### config.mk
export PLATFORM = sky130hd
export DESIGN_NAME = mbc1_cart_responder
export DESIGN_NICKNAME = d
export VERILOG_FILES = /design/src/rtl/mbc_pkg.sv /design/src/rtl/bus_sync.sv /design/src/rtl/mbc1_cart_responder.sv
export SDC_FILE = /design/constraint.sdc
export NUM_CORES = 1
export LEC_CHECK = 0
export CELL_PAD_IN_SITES_DETAIL_PLACEMENT = 0
export CELL_PAD_IN_SITES_GLOBAL_PLACEMENT = 2
export CORE_ASPECT_RATIO = 0.8
export CORE_MARGIN = 10
export CORE_UTILIZATION = 37
export DETAILED_ROUTE_END_ITERATION = 12
export DONT_BUFFER_PORTS = 1
export PLACE_DENSITY_LB_ADDON = 0.25
export SYNTH_ARGS = -nofsm -noshare
export SYNTH_HDL_FRONTEND = slang
export SYNTH_SLANG_ARGS = --single-unit
export TNS_END_PERCENT = 100
### constraint.sdc
create_clock -name clk_i -period 1.6 [get_ports clk_i]
set_clock_uncertainty 0.05 [all_clocks]
set_input_delay 0.32 -clock clk_i [delete_from_list [all_inputs] [get_ports clk_i]]
set_output_delay 0.32 -clock clk_i [all_outputs]
set_load 0.02 [all_outputs]
### src/rtl/mbc_pkg.sv
// Shared decode constants and helpers for the MBC1 cartridge responder.
// Pure definitions: no logic, no latency, no backpressure.
package mbc_pkg;

    localparam logic [2:0] REG_RAMEN  = 3'b000;
    localparam logic [2:0] REG_BANKLO = 3'b001;
    localparam logic [2:0] REG_BANKHI = 3'b010;
    localparam logic [2:0] REG_MODE   = 3'b011;
    localparam logic [2:0] REG_XRAM   = 3'b101;

    localparam logic [3:0] RAM_EN_KEY = 4'hA;
    localparam logic [7:0] OPEN_BUS   = 8'hFF;

    // MBC1 can never select ROM bank 0 through the low bank register.
    function automatic logic [4:0] fix_bank_lo(input logic [4:0] val);
        return (val == 5'd0) ? 5'd1 : val;
    endfunction

endpackage

### src/rtl/bus_sync.sv
// Multi-stage synchroniser for a slow bus strobe, plus a one-cycle rising-edge pulse.
// Latency: STAGES clocks to the level, edge pulse in the same cycle; no backpressure.
module bus_sync #(
    parameter int STAGES = 2
) (
    input  logic clk_i,
    input  logic rst_i,
    input  logic async_i,
    output logic sync_o,
    output logic rise_o
);

    logic [STAGES-1:0] sync_q;
    logic              prev_q;

    always_ff @(posedge clk_i) begin
        if (rst_i) begin
            sync_q <= '0;
            prev_q <= 1'b0;
        end else begin
            sync_q <= {sync_q[STAGES-2:0], async_i};
            prev_q <= sync_q[STAGES-1];
        end
    end

    assign sync_o = sync_q[STAGES-1];
    assign rise_o = sync_q[STAGES-1] & ~prev_q;

endmodule

### src/rtl/mbc1_cart_responder.sv
// MBC1 cartridge responder: bank registers, ROM mapping and external RAM over on-chip memories.
// Latency: reads reach dout 2 cycles after the registered address; writes commit once per wr edge; no backpressure.
module mbc1_cart_responder
    import mbc_pkg::*;
#(
    parameter int ROM_BANK_BITS = 7,
    parameter int RAM_BANK_BITS = 2,
    parameter int SYNC_STAGES   = 2
) (
    input  logic                       clk_i,
    input  logic                       rst_i,
    input  logic [15:0]                a_i,
    input  logic [7:0]                 din_i,
    input  logic                       rd_i,
    input  logic                       wr_i,
    input  logic                       cs_i,
    output logic [7:0]                 dout_o,
    output logic                       dout_en_o,
    output logic [ROM_BANK_BITS+13:0]  rom_addr_o,
    input  logic [7:0]                 rom_q_i,
    output logic [RAM_BANK_BITS+12:0]  ram_addr_o,
    output logic                       ram_we_o,
    output logic [7:0]                 ram_wdata_o,
    input  logic [7:0]                 ram_q_i
);

    localparam int ROM_AW = ROM_BANK_BITS + 14;
    localparam int RAM_AW = RAM_BANK_BITS + 13;

    logic rd_sync, rd_rise, wr_sync, wr_rise, cs_sync, cs_rise;
    logic unused_rises;

    bus_sync #(.STAGES(SYNC_STAGES)) u_rd_sync (
        .clk_i(clk_i), .rst_i(rst_i), .async_i(rd_i), .sync_o(rd_sync), .rise_o(rd_rise)
    );
    bus_sync #(.STAGES(SYNC_STAGES)) u_wr_sync (
        .clk_i(clk_i), .rst_i(rst_i), .async_i(wr_i), .sync_o(wr_sync), .rise_o(wr_rise)
    );
    bus_sync #(.STAGES(SYNC_STAGES)) u_cs_sync (
        .clk_i(clk_i), .rst_i(rst_i), .async_i(cs_i), .sync_o(cs_sync), .rise_o(cs_rise)
    );

    assign unused_rises = rd_rise ^ cs_rise;

    logic [15:0]       a_q;
    logic [7:0]        din_q;
    logic              ram_en_q, ram_en_d;
    logic [4:0]        bank_lo_q, bank_lo_d;
    logic [1:0]        bank_hi_q, bank_hi_d;
    logic              mode_q, mode_d;
    logic [ROM_AW-1:0] rom_addr_q, rom_addr_d;
    logic [RAM_AW-1:0] ram_addr_q, ram_addr_d;
    logic              ram_we_q, ram_we_d;
    logic [7:0]        ram_wdata_q, ram_wdata_d;
    logic [2:0]        a_hi_d1_q, a_hi_d2_q;
    logic [7:0]        dout_q, dout_d;

    logic [2:0]                 region;
    logic [6:0]                 rom_bank_full;
    logic [ROM_BANK_BITS+6:0]   rom_bank_ext;
    logic [1:0]                 ram_bank_full;
    logic [RAM_BANK_BITS+1:0]   ram_bank_ext;

    assign region = a_q[15:13];

    // Bank fields are zero-extended then cut to the memory size, so small ROMs wrap.
    always_comb begin
        rom_bank_full = a_q[14] ? {bank_hi_q, bank_lo_q}
                                : {(mode_q ? bank_hi_q : 2'b00), 5'd0};
        rom_bank_ext  = {{ROM_BANK_BITS{1'b0}}, rom_bank_full};
        rom_addr_d    = {rom_bank_ext[ROM_BANK_BITS-1:0], a_q[13:0]};
        ram_bank_full = mode_q ? bank_hi_q : 2'b00;
        ram_bank_ext  = {{RAM_BANK_BITS{1'b0}}, ram_bank_full};
        ram_addr_d    = {ram_bank_ext[RAM_BANK_BITS-1:0], a_q[12:0]};
    end

    always_comb begin
        ram_en_d    = ram_en_q;
        bank_lo_d   = bank_lo_q;
        bank_hi_d   = bank_hi_q;
        mode_d      = mode_q;
        ram_we_d    = 1'b0;
        ram_wdata_d = ram_wdata_q;
        if (wr_rise) begin
            case (region)
                REG_RAMEN:  ram_en_d  = (din_q[3:0] == RAM_EN_KEY);
                REG_BANKLO: bank_lo_d = fix_bank_lo(din_q[4:0]);
                REG_BANKHI: bank_hi_d = din_q[1:0];
                REG_MODE:   mode_d    = din_q[0];
                REG_XRAM: begin
                    if (cs_sync && ram_en_q) begin
                        ram_we_d    = 1'b1;
                        ram_wdata_d = din_q;
                    end
                end
                default: ;
            endcase
        end
    end

    // Source select uses the address that produced the memory data now arriving.
    always_comb begin
        dout_d = OPEN_BUS;
        if (!a_hi_d2_q[2]) begin
            dout_d = rom_q_i;
        end else if ((a_hi_d2_q == REG_XRAM) && ram_en_q) begin
            dout_d = ram_q_i;
        end
    end

    always_ff @(posedge clk_i) begin
        if (rst_i) begin
            a_q         <= '0;
            din_q       <= '0;
            ram_en_q    <= 1'b0;
            bank_lo_q   <= 5'd1;
            bank_hi_q   <= 2'd0;
            mode_q      <= 1'b0;
            rom_addr_q  <= '0;
            ram_addr_q  <= '0;
            ram_we_q    <= 1'b0;
            ram_wdata_q <= '0;
            a_hi_d1_q   <= '0;
            a_hi_d2_q   <= '0;
            dout_q      <= OPEN_BUS;
        end else begin
            a_q         <= a_i;
            din_q       <= din_i;
            ram_en_q    <= ram_en_d;
            bank_lo_q   <= bank_lo_d;
            bank_hi_q   <= bank_hi_d;
            mode_q      <= mode_d;
            rom_addr_q  <= rom_addr_d;
            ram_addr_q  <= ram_addr_d;
            ram_we_q    <= ram_we_d;
            ram_wdata_q <= ram_wdata_d;
            a_hi_d1_q   <= region;
            a_hi_d2_q   <= a_hi_d1_q;
            dout_q      <= dout_d;
        end
    end

    // A write strobe on the bus always wins over a concurrent read.
    assign dout_en_o   = ~rst_i & rd_sync & ~wr_sync & (~a_q[15] | (region == REG_XRAM));
    assign dout_o      = rst_i ? OPEN_BUS : dout_q;
    assign ram_we_o    = ~rst_i & ram_we_q;
    assign rom_addr_o  = rst_i ? '0 : rom_addr_q;
    assign ram_addr_o  = rst_i ? '0 : ram_addr_q;
    assign ram_wdata_o = ram_wdata_q;

endmodule

==> impl_metrics.json <==
{
  "outcome": "finished, final reports clean",
  "cp_slowest_cell": "dfxtp_1",
  "vias": 1691,
  "drtIter0Drc": 52,
  "grt_pass1_wl_microns": 8890,
  "htreeDepth": 3,
  "start_util": 0.378,
  "hold_viol_final": 0,
  "syn-num-nets": 327,
  "syn_avg_cell_area_sq_um": 10.6,
  "finalSetupViolations": 0,
  "place_congestion": 0.728,
  "rows": 29,
  "drive_above_1_share": 0.166,
  "syn_inst": 282,
  "cts_made_buffers": 9,
  "cp_data_required_time_ns": 1.23,
  "vias_per_cell": 4.39,
  "synth.largest_area_cell": "dfxtp_1",
  "clk_path_buf_depth": 2,
  "power.density_nw_per_um2": 1250,
  "maxCapViolCount": 0,
  "drc": 0,
  "fmax_ghz": 0.664,
  "worst_slack_ns": 0.0933,
  "die-area_sq_um": 12100,
  "ir_drop_mv": 0.540,
  "crit_type": "reg2out",
  "drtPass1Iterations": 4,
  "clock_sinks": 85,
  "fin_nets": 318,
  "die_h_microns": 100,
  "worstSetupEndpointType": "output pin",
  "hold_path.class": "in2reg",
  "core_sq_um": 7910,
  "ys_seq_area_frac": 0.569,
  "first_global_vias": 1639,
  "n_antenna_cell": 0,
  "tritoncts": "built",
  "relSlewSlack": 0.681,
  "io_buffers": 0,
  "finalPower_mw": 4.11,
  "synth_seq_cells": 85,
  "fin_util": 0.417,
  "tightest_slew_ns": 0.478,
  "areaGrowthSynthToFinish_pct": 10.2,
  "pre_cts_ws_ns": 0.261,
  "most-common-layout-cells": "dfxtp_1 (84), nor2b_1 (64), nand2b_1 (31)",
  "max_stage_delay_ns": 0.37,
  "wl_per_cell_microns": 14.9,
  "ant_nets": 0,
  "syn-cell-area_sq_um": 2990,
  "final_common_cell": "dfxtp_1",
  "grt_max_degree": 75,
  "fin_crit_sh": 0.942,
  "cts_root_buf": "clkbuf_8",
  "slew_viol_final": 0,
  "worstPathCellList": "inv_2 -> o21ai_2 -> and3_4",
  "hpwl_microns": 3640,
  "ios": 99,
  "synth_area_leaders": "dfxtp_1 (57%), nor2b_1 (15%), nand2b_1 (6.5%)",
  "antenna_found_initial": 0,
  "synth_top_area_share": 0.569,
  "drt-total-wl_microns": 5720,
  "grt_overflow": 0,
  "fin_crit_ns": 1.51,
  "die-width_microns": 121,
  "leakage_nw": 1.25,
  "clock_latency_ns": 0.33,
  "yosys_warnings": 0,
  "cp.arrival_ns": 1.14,
  "clkSlewWorstSetupHoldPaths_ns": 0.08,
  "grt_setup_unrepaired": "no",
  "path_max_fanout": 3,
  "start_kind": "register",
  "r2r_setup_slack_ns": 0.21,
  "grt_usage": 0.0923,
  "yosysUniqueCellTypes": 28
}
layout make-up:
cell class,instances,area [sq um]
Sequential cell,85,1700
Multi-Input combinational cell,167,1150
Fill cell,780,4610
Inverter,2,7.51
Clock buffer,10,128
Tap cell,108,135
Timing Repair Buffer,8,75.1
Clock inverter,5,100
path summary, 6_finish.rpt:
check                                end                from  cells past startpoint
min reg2reg     rom_addr_q[8]$_SDFF_PP0_   a_q[8]$_SDFF_PP0_                      1
min            rom_addr_q[13]$_SDFF_PP0_               rst_i                      1
max                            dout_en_o  a_q[13]$_SDFF_PP0_                      3
max reg2reg  ram_wdata_o[6]$_SDFFE_PP0P_  a_q[15]$_SDFF_PP0_                      4
flip-flops by register name (all words and copies together) (netlist names), 2 cells and up:
register	cells
dout_q	8
bank_lo_q	5
u_wr_sync.sync_q	2
ram_wdata_o	8
bank_hi_q	2
a_hi_d2_q	3
ram_addr_q	2
rom_addr_q	21
u_rd_sync.sync_q	2
a_hi_d1_q	2
a_q	16
din_q	8
u_cs_sync.sync_q	2
what timing repair did:
action                                 in CTS  in global routing
buffers inserted                            0                  0
hold buffers                                2                  0
endpoints found under the hold margin      45                  0
resized for setup                           2                  4
pin swaps                                   0                  1
setup endpoints to repair                   1                  1
Yosys cell counts:
master,n
dfxtp_1,85
nor2b_1,73
nand2b_1,31
mux2i_1,16
buf_4,13
clkbuf_1,11
nor2_1,8
o22ai_1,8
or2_2,8
and2_1,5
buf_2,3
and3_1,2
inv_1,2
nand3_1,2
nor3_1,2
a21boi_0,1
and2b_1,1
buf_6,1
nand2_1,1
nand3_2,1
nand4b_1,1
nor2b_4,1
nor3b_1,1
nor4_1,1
nor4b_4,1
nor4bb_1,1
o21ai_0,1
o21ba_2,1
kinds of logic after synthesis:
kind of cell,Yosys count,synth area share
AO/OA/AOI/OAI,11,0.0242
buffers and inverters,30,0.0577
flip-flops,85,0.569
multiplexers,16,0.0535
AND/OR/NAND/NOR,140,0.296
layer usage:
| layer | global-route usage | wire length (microns) |
|---|---|---|
| met1 | 0.105 | 2450 |
| met2 | 0.135 | 2480 |
| met3 | 0.0667 | 725 |
| met4 | 0.0250 | 58 |
| met5 | 0 | 0 |
worst max-delay path: cells and delay by family, from the launching register on:
kind            cells  cell delay (ns)
compound gates      1             0.12
buf+inv             1             0.08
simple gates        1             0.24
flops               1             0.37
through the flow:
| step | std cells | setup TNS [ns] | hold WS (ns) | instance area [sq um] |
|---|---|---|---|---|
| CTS | 385 | 0 | 0.0105 | 3290 |
| global placement | 368 | 0 | 0.353 | 3030 |
| global route | 385 | 0 | 0.00740 | 3300 |
| floorplan | 282 | -0.489 | 0.364 | 3020 |
| finish | 385 | 0 | 0.0403 | 3300 |
| detailed placement | 368 | 0 | 0.354 | 3030 |
power breakdown:
group | leakage (nW) | internal [mW] | total [mW] | switching (mW)
clock network | 0.116 | 1.02 | 1.71 | 0.690
logic | 0.440 | 0.0867 | 0.185 | 0.0980
registers | 0.698 | 2.18 | 2.21 | 0.0236
total | 1.25 | 3.30 | 4.11 | 0.812
Note: power is estimated with default switching activity, not from simulation.
